**src/rtl/cheshire_eoc_pkg.sv**
```systemverilog
// cheshire_eoc_pkg
//   Shared definitions for the end-of-computation unit: word offsets of the
//   register map (address bits [3:2]), STATUS bit positions, the EOC state
//   type and a byte-strobe merge helper.
//   Optional feature macro used by the design: CHESHIRE_EOC_WATCHDOG_EN.
package cheshire_eoc_pkg;

  localparam logic [1:0] OFF_SCRATCH = 2'd0;
  localparam logic [1:0] OFF_EXIT    = 2'd1;
  localparam logic [1:0] OFF_STATUS  = 2'd2;
  localparam logic [1:0] OFF_TIMEOUT = 2'd3;

  localparam int unsigned STAT_DONE    = 0;
  localparam int unsigned STAT_PENDING = 1;
  localparam int unsigned STAT_OVERRUN = 2;
  localparam int unsigned STAT_TIMEOUT = 3;

  typedef enum logic [1:0] {
    RUN   = 2'd0,
    PEND  = 2'd1,
    ACKED = 2'd2
  } eoc_state_e;

  function automatic logic [31:0] apply_wstrb(input logic [31:0] old_val,
                                              input logic [31:0] wdata,
                                              input logic [3:0]  wstrb);
    logic [31:0] res;
    for (int b = 0; b < 4; b++) begin
      res[8*b +: 8] = wstrb[b] ? wdata[8*b +: 8] : old_val[8*b +: 8];
    end
    return res;
  endfunction

endpackage

```
**src/rtl/cheshire_eoc_if.sv**
```systemverilog
// cheshire_eoc_if
//   Register-bus request/response plus the EOC valid/ready event channel.
//   slave  : the EOC unit side
//   master : host / consumer side (SoC boundary, testbench)
interface cheshire_eoc_if #(
  parameter int unsigned AddrWidth = 32
);
  logic                 reg_valid_i;
  logic                 reg_ready_o;
  logic [AddrWidth-1:0] reg_addr_i;
  logic                 reg_write_i;
  logic [31:0]          reg_wdata_i;
  logic [3:0]           reg_wstrb_i;
  logic [31:0]          reg_rdata_o;
  logic                 reg_error_o;
  logic                 eoc_valid_o;
  logic                 eoc_ready_i;
  logic [31:0]          exit_code_o;

  modport slave (
    input  reg_valid_i, reg_addr_i, reg_write_i, reg_wdata_i, reg_wstrb_i, eoc_ready_i,
    output reg_ready_o, reg_rdata_o, reg_error_o, eoc_valid_o, exit_code_o
  );

  modport master (
    output reg_valid_i, reg_addr_i, reg_write_i, reg_wdata_i, reg_wstrb_i, eoc_ready_i,
    input  reg_ready_o, reg_rdata_o, reg_error_o, eoc_valid_o, exit_code_o
  );
endinterface

```
**src/rtl/cheshire_eoc_wdt.sv**
```systemverilog
// cheshire_eoc_wdt
//   Watchdog counter for the EOC unit. Counts cycles while i_run is high and
//   a non-zero timeout is programmed; o_expire fires in the cycle where the
//   count reaches i_timeout-1. Only instantiated with CHESHIRE_EOC_WATCHDOG_EN.
// Ports
//   clk_i, rst_ni : clock, async active-low reset
//   i_run         : unit is in RUN state
//   i_clear       : TIMEOUT register being written this cycle (restart)
//   i_timeout     : programmed timeout, 0 disables
//   o_expire      : expiry pulse
module cheshire_eoc_wdt #(
  parameter int unsigned WdWidth = 32
) (
  input  logic               clk_i,
  input  logic               rst_ni,
  input  logic               i_run,
  input  logic               i_clear,
  input  logic [WdWidth-1:0] i_timeout,
  output logic               o_expire
);

  localparam logic [WdWidth-1:0] One = WdWidth'(1);

  logic [WdWidth-1:0] r_cnt;
  logic               w_armed;

  assign w_armed = i_run & (i_timeout != '0);

  always_ff @(posedge clk_i or negedge rst_ni) begin
    if (!rst_ni) begin
      r_cnt <= '0;
    end else if (i_clear || !w_armed) begin
      r_cnt <= '0;
    end else begin
      r_cnt <= r_cnt + One;
    end
  end

  // A TIMEOUT write restarts the count, so it also suppresses expiry.
  assign o_expire = w_armed & ~i_clear & (r_cnt == (i_timeout - One));

endmodule

```
**src/rtl/cheshire_eoc_unit.sv**
```systemverilog
// cheshire_eoc_unit
//   Register-bus slave that captures the software end-of-computation write
//   and its exit code, and presents it as a valid/ready event.
//   Register map (addr[3:2]): SCRATCH RW | EXIT RW | STATUS RO | TIMEOUT RW.
//   Optional macro CHESHIRE_EOC_WATCHDOG_EN adds the TIMEOUT register and a
//   watchdog that forces an EOC with TimeoutCode; without it offset 0xC errors.
// Ports
//   clk_i, rst_ni : clock, async active-low reset
//   bus           : cheshire_eoc_if.slave (regbus + EOC event channel)
//
// state | meaning
// RUN   | software running, no EOC seen
// PEND  | EOC captured, eoc_valid_o high, waiting for consumer
// ACKED | EOC consumed, a new EOC request starts another run
module cheshire_eoc_unit
  import cheshire_eoc_pkg::*;
#(
  parameter int unsigned AddrWidth   = 32,
  parameter int unsigned WdWidth     = 32,
  parameter logic [31:0] TimeoutCode = 32'hDEAD_0001
) (
  input  logic             clk_i,
  input  logic             rst_ni,
  cheshire_eoc_if.slave    bus
);

  eoc_state_e  r_state, w_state_next;
  logic [31:0] r_scratch, r_exit, r_code;
  logic        r_done, r_overrun;

  logic [1:0]  w_idx;
  logic        w_no_reg, w_err, w_wr_ok, w_sw_req, w_wdt_expire, w_tmo_flag;
  logic        w_load_sw, w_load_wdt, w_set_done, w_set_overrun;
  logic [31:0] w_exit_new, w_status, w_rdata, w_tmo_rd;

  assign w_idx = bus.reg_addr_i[3:2];

`ifdef CHESHIRE_EOC_WATCHDOG_EN
  logic [WdWidth-1:0] r_wd_timeout;
  logic               r_timeout;
  logic [31:0]        w_tmo_new;
  logic               w_tmo_wr;

  assign w_no_reg   = 1'b0;
  assign w_tmo_wr   = w_wr_ok & (w_idx == OFF_TIMEOUT);
  assign w_tmo_new  = apply_wstrb(32'(r_wd_timeout), bus.reg_wdata_i, bus.reg_wstrb_i);
  assign w_tmo_rd   = 32'(r_wd_timeout);
  assign w_tmo_flag = r_timeout;

  always_ff @(posedge clk_i or negedge rst_ni) begin
    if (!rst_ni) begin
      r_wd_timeout <= '0;
      r_timeout    <= 1'b0;
    end else begin
      if (w_tmo_wr) r_wd_timeout <= w_tmo_new[WdWidth-1:0];
      if (w_load_wdt) r_timeout <= 1'b1;
    end
  end

  cheshire_eoc_wdt #(.WdWidth(WdWidth)) u_wdt (
    .clk_i     (clk_i),
    .rst_ni    (rst_ni),
    .i_run     (r_state == RUN),
    .i_clear   (w_tmo_wr),
    .i_timeout (r_wd_timeout),
    .o_expire  (w_wdt_expire)
  );
`else
  assign w_no_reg     = (w_idx == OFF_TIMEOUT);
  assign w_tmo_rd     = '0;
  assign w_tmo_flag   = 1'b0;
  assign w_wdt_expire = 1'b0;
`endif

  // Anything above 0xC, a misaligned address, an absent TIMEOUT or a STATUS write errors.
  assign w_err = bus.reg_valid_i &
                 ((|bus.reg_addr_i[1:0]) | (|bus.reg_addr_i[AddrWidth-1:4]) | w_no_reg |
                  (bus.reg_write_i & (w_idx == OFF_STATUS)));
  assign w_wr_ok    = bus.reg_valid_i & bus.reg_write_i & ~w_err;
  assign w_exit_new = apply_wstrb(r_exit, bus.reg_wdata_i, bus.reg_wstrb_i);
  // Bit 0 only counts as an EOC request when its byte is actually written.
  assign w_sw_req   = w_wr_ok & (w_idx == OFF_EXIT) & bus.reg_wstrb_i[0] & bus.reg_wdata_i[0];

  always_ff @(posedge clk_i or negedge rst_ni) begin
    if (!rst_ni) r_state <= RUN;
    else         r_state <= w_state_next;
  end

  always_comb begin
    w_state_next  = r_state;
    w_load_sw     = 1'b0;
    w_load_wdt    = 1'b0;
    w_set_done    = 1'b0;
    w_set_overrun = 1'b0;
    case (r_state)
      RUN: begin
        // Software EOC beats a simultaneous watchdog expiry.
        if (w_sw_req) begin
          w_state_next = PEND;
          w_load_sw    = 1'b1;
        end else if (w_wdt_expire) begin
          w_state_next = PEND;
          w_load_wdt   = 1'b1;
        end
      end
      PEND: begin
        if (w_sw_req) w_set_overrun = 1'b1;
        if (bus.eoc_ready_i) begin
          w_state_next = ACKED;
          w_set_done   = 1'b1;
        end
      end
      ACKED: begin
        if (w_sw_req) begin
          w_state_next = PEND;
          w_load_sw    = 1'b1;
        end
      end
      default: w_state_next = RUN;
    endcase
  end

  always_ff @(posedge clk_i or negedge rst_ni) begin
    if (!rst_ni) begin
      r_scratch <= '0;
      r_exit    <= '0;
      r_code    <= '0;
      r_done    <= 1'b0;
      r_overrun <= 1'b0;
    end else begin
      if (w_wr_ok && (w_idx == OFF_SCRATCH))
        r_scratch <= apply_wstrb(r_scratch, bus.reg_wdata_i, bus.reg_wstrb_i);
      if (w_wr_ok && (w_idx == OFF_EXIT)) r_exit <= w_exit_new;
      if (w_load_sw)       r_code <= {1'b0, w_exit_new[31:1]};
      else if (w_load_wdt) r_code <= TimeoutCode;
      if (w_set_done)    r_done    <= 1'b1;
      if (w_set_overrun) r_overrun <= 1'b1;
    end
  end

  always_comb begin
    w_status                = '0;
    w_status[STAT_DONE]     = r_done;
    w_status[STAT_PENDING]  = (r_state == PEND);
    w_status[STAT_OVERRUN]  = r_overrun;
    w_status[STAT_TIMEOUT]  = w_tmo_flag;
  end

  always_comb begin
    w_rdata = '0;
    if (bus.reg_valid_i && !bus.reg_write_i && !w_err) begin
      case (w_idx)
        OFF_SCRATCH: w_rdata = r_scratch;
        OFF_EXIT:    w_rdata = r_exit;
        OFF_STATUS:  w_rdata = w_status;
        default:     w_rdata = w_tmo_rd;
      endcase
    end
  end

  assign bus.reg_ready_o = bus.reg_valid_i;
  assign bus.reg_error_o = w_err;
  assign bus.reg_rdata_o = w_rdata;
  assign bus.eoc_valid_o = (r_state == PEND);
  assign bus.exit_code_o = r_code;

endmodule

```
**src/flat_wrapper.sv**
```systemverilog
// flat-port wrapper written by rule: the top's interface ports become plain ports
module cheshire_eoc_unit_flat import cheshire_eoc_pkg::*;
#(
  parameter int unsigned AddrWidth   = 32,
  parameter int unsigned WdWidth     = 32,
  parameter logic [31:0] TimeoutCode = 32'hDEAD_0001
)
  (clk_i, rst_ni, bus_reg_valid_i, bus_reg_addr_i, bus_reg_write_i, bus_reg_wdata_i, bus_reg_wstrb_i, bus_eoc_ready_i, bus_reg_ready_o, bus_reg_rdata_o, bus_reg_error_o, bus_eoc_valid_o, bus_exit_code_o);
  cheshire_eoc_if #(.AddrWidth(AddrWidth)) bus_i ();
  input  logic clk_i;
  input  logic rst_ni;
  input wire logic [$bits(bus_i.reg_valid_i)-1:0] bus_reg_valid_i;
  input wire logic [$bits(bus_i.reg_addr_i)-1:0] bus_reg_addr_i;
  input wire logic [$bits(bus_i.reg_write_i)-1:0] bus_reg_write_i;
  input wire logic [$bits(bus_i.reg_wdata_i)-1:0] bus_reg_wdata_i;
  input wire logic [$bits(bus_i.reg_wstrb_i)-1:0] bus_reg_wstrb_i;
  input wire logic [$bits(bus_i.eoc_ready_i)-1:0] bus_eoc_ready_i;
  output wire logic [$bits(bus_i.reg_ready_o)-1:0] bus_reg_ready_o;
  output wire logic [$bits(bus_i.reg_rdata_o)-1:0] bus_reg_rdata_o;
  output wire logic [$bits(bus_i.reg_error_o)-1:0] bus_reg_error_o;
  output wire logic [$bits(bus_i.eoc_valid_o)-1:0] bus_eoc_valid_o;
  output wire logic [$bits(bus_i.exit_code_o)-1:0] bus_exit_code_o;
  assign bus_i.reg_valid_i = bus_reg_valid_i;
  assign bus_i.reg_addr_i = bus_reg_addr_i;
  assign bus_i.reg_write_i = bus_reg_write_i;
  assign bus_i.reg_wdata_i = bus_reg_wdata_i;
  assign bus_i.reg_wstrb_i = bus_reg_wstrb_i;
  assign bus_i.eoc_ready_i = bus_eoc_ready_i;
  assign bus_reg_ready_o = bus_i.reg_ready_o;
  assign bus_reg_rdata_o = bus_i.reg_rdata_o;
  assign bus_reg_error_o = bus_i.reg_error_o;
  assign bus_eoc_valid_o = bus_i.eoc_valid_o;
  assign bus_exit_code_o = bus_i.exit_code_o;
  cheshire_eoc_unit #(.AddrWidth(AddrWidth), .WdWidth(WdWidth), .TimeoutCode(TimeoutCode)) u_core (.clk_i(clk_i), .rst_ni(rst_ni), .bus(bus_i));
endmodule
```
**config.mk**
```make
export PLATFORM = sky130hd
export DESIGN_NAME = cheshire_eoc_unit_flat
export DESIGN_NICKNAME = d
export VERILOG_FILES = /design/src/rtl/cheshire_eoc_pkg.sv /design/src/rtl/cheshire_eoc_if.sv /design/src/rtl/cheshire_eoc_wdt.sv /design/src/rtl/cheshire_eoc_unit.sv /design/src/flat_wrapper.sv
export SDC_FILE = /design/constraint.sdc
export NUM_CORES = 1
export LEC_CHECK = 0
export ABC_CLOCK_PERIOD_IN_PS = 5550
export CORE_ASPECT_RATIO = 0.8
export CORE_MARGIN = 8
export CORE_UTILIZATION = 52
export CTS_CLUSTER_DIAMETER = 100
export DETAILED_ROUTE_END_ITERATION = 6
export GPL_ROUTABILITY_DRIVEN = 0
export PLACE_DENSITY_LB_ADDON = 0.12
export SETUP_SLACK_MARGIN = 0.15
export SYNTH_ARGS = -nofsm -noshare
export SYNTH_HDL_FRONTEND = slang
export SYNTH_HIERARCHICAL = 1
export SYNTH_SLANG_ARGS = --single-unit
export TNS_END_PERCENT = 20
```
**constraint.sdc**
```tcl
create_clock -name clk_i -period 5.55 [get_ports clk_i]
set_clock_uncertainty 0.15 [all_clocks]
set_input_delay 1.11 -clock clk_i [delete_from_list [all_inputs] [get_ports clk_i]]
set_output_delay 1.11 -clock clk_i [all_outputs]
set_load 0.02 [all_outputs]
```
==> reports/metrics.yaml <==
status: "finished, final reports clean"
firstDrtPassIters: 4
antenna_found_initial: 0
io_buffer_count: 138
die_x_um: 125.3
drc: 0
synth_cell_types: 37
mostFrequentLayoutCells: "136 x clkdlybuf4s50_1, 122 x mux2_2, 99 x dfrtp_1"
slew_viol_final: 0
clockBufferDepth: 2
cts_buffers: 9
gr-usage-met1_pct: 22.31
htree_levels: 3
crit_required_ns: 4.29
p_sw_uw: 304.2
syn_avg_cell_area_um2: 13.51
total_power_mw: 1.391
seqPwrFrac_pct: 51.9
detail-route-antenna-nets: 0
rr_worst_depth: 4
grt.busiest_layer: "met2"
cts_tree: "yes"
power_density_nw_per_um2: 208.1
ys_seq_elements: 99
syn-num-nets: 441
rsz0062_at_grt: "false"
initial_utilization_pct: 52.40
drv_cap: 0
hold_violations: 0
hold_path_class: "reg2reg"
cts-root-buf: "clkbuf_16"
power_frac_comb_pct: 8.4
slew_headroom_pct: 54.16
setup_violations: 0
grt_pass1_wl_um: 19530
p_sw_share_pct: 21.87
final.setup.tns_ns: 0
insertion_delay_ns: 0.34
io-pin-count: 140
drt-vias-per-instance: 5.537
fp.dieArea_um2: 12970
multi_input_comb_area_um2: 2361
critPathMaxFanout: 12
fin_ws_ns: 0.7732
startpoint_type: "primary input"
syn_to_final_growth_pct: 34.45
grt_pass1_vias: 3717
finalWirelength_um: 11900
use_met2_pct: 33.74
coreArea_um2: 9489
arrival_ns: 3.52
period_share_pct: 86.07
post-cts-setup-buffer-count: 0
post-route-min-period_ns: 4.777
yosys_warnings: 6
vias: 3477
drt-wirelength-per-cell_um: 18.95
power_frac_clock_pct: 39.7
final_common_cell: "clkdlybuf4s50_1"
ys_seq_area_share_pct: 49.82
rows: 32
clkTransAtPathRegs_ns: 0.06
internal_power_mw: 1.087
hp-start: "u_core/r_done"
grt_overflow_total: 0
cts_sinks: 99
syn_inst: 368
critPathKind: "in2out"
drtIter0Drc: 182
dp_hpwl_um: 8915
worstHoldPathCells: 1
fmax_mhz: 209.3
syn_area_um2: 4972
leakage_nw: 3.144
worstMarginPinSlew_ns: 0.6824
fillers: 709
grt_usage_pct: 19.13
cts-hold-fix-buffers: 0
seqCellArea_um2: 2477
regToRegStartpoint: "u_core/r_state[0]"
ctsResizeCount: 0
grt_max_degree: 53
min_to: "u_core/r_done"
use_met3_pct: 6.148
nNetsFinal: 578
endpoint_kind: "output pin"
drive_above_1_share_pct: 31.43
antenna_cells: 0
r2r-end: "u_core/bus.exit_code_o[11]"
die_h_um: 103.5
dp_slack_ns: 0.8118
r2r_setup_slack_ns: 3.58
peakVddDrop_mv: 0.1428
per-layer routing:
metal | share of wire, % | vias up | wire length [um]
met4 | 0.95 | 0 | 113
li1 | - | 1602 | -
met1 | 43 | 1751 | 5126
met5 | 0 | - | 0
met3 | 6.1 | 13 | 721
met2 | 50 | 111 | 5941
registers in the layout, indices dropped and copies added (netlist names):
register                cells
u_core/r_state              2
u_core/r_exit              32
u_core/bus.exit_code_o     31
u_core/r_scratch           32
u_core/r_done               1
u_core/r_overrun            1
worst max-delay path, stage by stage:
cell and delay (ns):
clkdlybuf4s50_1 0.56, a211oi_2 0.38, and2_1 0.24, nand4_1 0.17, buf_4 0.23, nor2_1 0.18, clkdlybuf4s50_1 0.64
cell type report:
type                       instances  area share [%]
timing repair buffer             146           21.45
inverter                           1         0.05615
clock inverter                     5          0.4679
clock buffer                      10           3.425
sequential                        99           37.06
multi-input combinational        248           35.32
tap                              119           2.227
worst max path at each step:
| stage | from | to | slack [ns] | depth (start not counted) |
|---|---|---|---|---|
| after floorplan | bus_reg_addr_i[2] | bus_reg_rdata_o[21] | 1.73 | 7 |
| after global placement | bus_reg_addr_i[1] | bus_reg_rdata_o[12] | 0.89 | 7 |
| after detailed placement | bus_reg_addr_i[3] | bus_reg_rdata_o[12] | 0.81 | 7 |
| after CTS | bus_reg_addr_i[3] | bus_reg_rdata_o[12] | 0.81 | 7 |
| after global routing | bus_reg_addr_i[3] | bus_reg_rdata_o[19] | 0.65 | 7 |
| final | bus_reg_addr_i[3] | bus_reg_rdata_o[12] | 0.77 | 7 |
power groups by stage:
stage                     combinational [mW]  clock, mW  sequential [mW]
final                                  0.117      0.553            0.721
after global routing                   0.126      0.602            0.721
after CTS                              0.118      0.573            0.721
after detailed placement               0.118          0            0.735
after global placement                 0.116          0            0.735
after floorplan                       0.0390          0            0.735
per-stage QoR:
step	std cells	utilization [%]	hold WS [ns]	cell area, um2
after floorplan	368	-	0.2781	4972
after global placement	613	67.71	0.3021	6425
after detailed placement	613	67.71	0.3073	6425
after CTS	628	70.45	0.3211	6685
after global routing	628	70.45	0.3356	6685
final	628	70.45	0.3137	6685
synth_stat cells:
master / count / share of area (%)
buf_4: 2 / 0.30
mux2i_1: 32 / 6.4
and4bb_2: 1 / 0.25
dfrtp_1: 99 / 50
a22o_1: 1 / 0.18
nor3b_1: 1 / 0.15
buf_6: 6 / 1.4
nor2_1: 36 / 2.7
nor3_1: 1 / 0.10
a21o_1: 2 / 0.30
and4b_1: 1 / 0.20
nand3b_1: 1 / 0.15
clkbuf_2: 1 / 0.10
nand2_4: 1 / 0.23
nor4_4: 9 / 3.8
inv_1: 1 / 0.075
clkbuf_1: 6 / 0.45
mux2_2: 122 / 28
a41oi_1: 1 / 0.18
nand2_1: 9 / 0.68
nand3_1: 1 / 0.10
nor4_1: 6 / 0.75
and4_1: 1 / 0.18
buf_2: 1 / 0.10
or3_1: 1 / 0.13
nor4_2: 1 / 0.25
and2_1: 1 / 0.13
buf_1: 4 / 0.30
nand4b_1: 1 / 0.18
a21oi_1: 3 / 0.30
conb_1: 1 / 0.075
nand4_1: 3 / 0.38
a31o_2: 1 / 0.18
mux2_1: 4 / 0.91
nor2b_1: 4 / 0.50
and3_1: 1 / 0.13
a211oi_2: 1 / 0.25
cell families after synthesis:
group                  share of synthesized area (%)
multiplexers                                   34.98
flip-flops                                     49.82
AND/OR/NAND/NOR                                11.05
buffers and inverters                          2.692
AO/OA/AOI/OAI                                  1.384
other                                        0.07542
No activity file was read; power rests on OpenSTA's default activity.
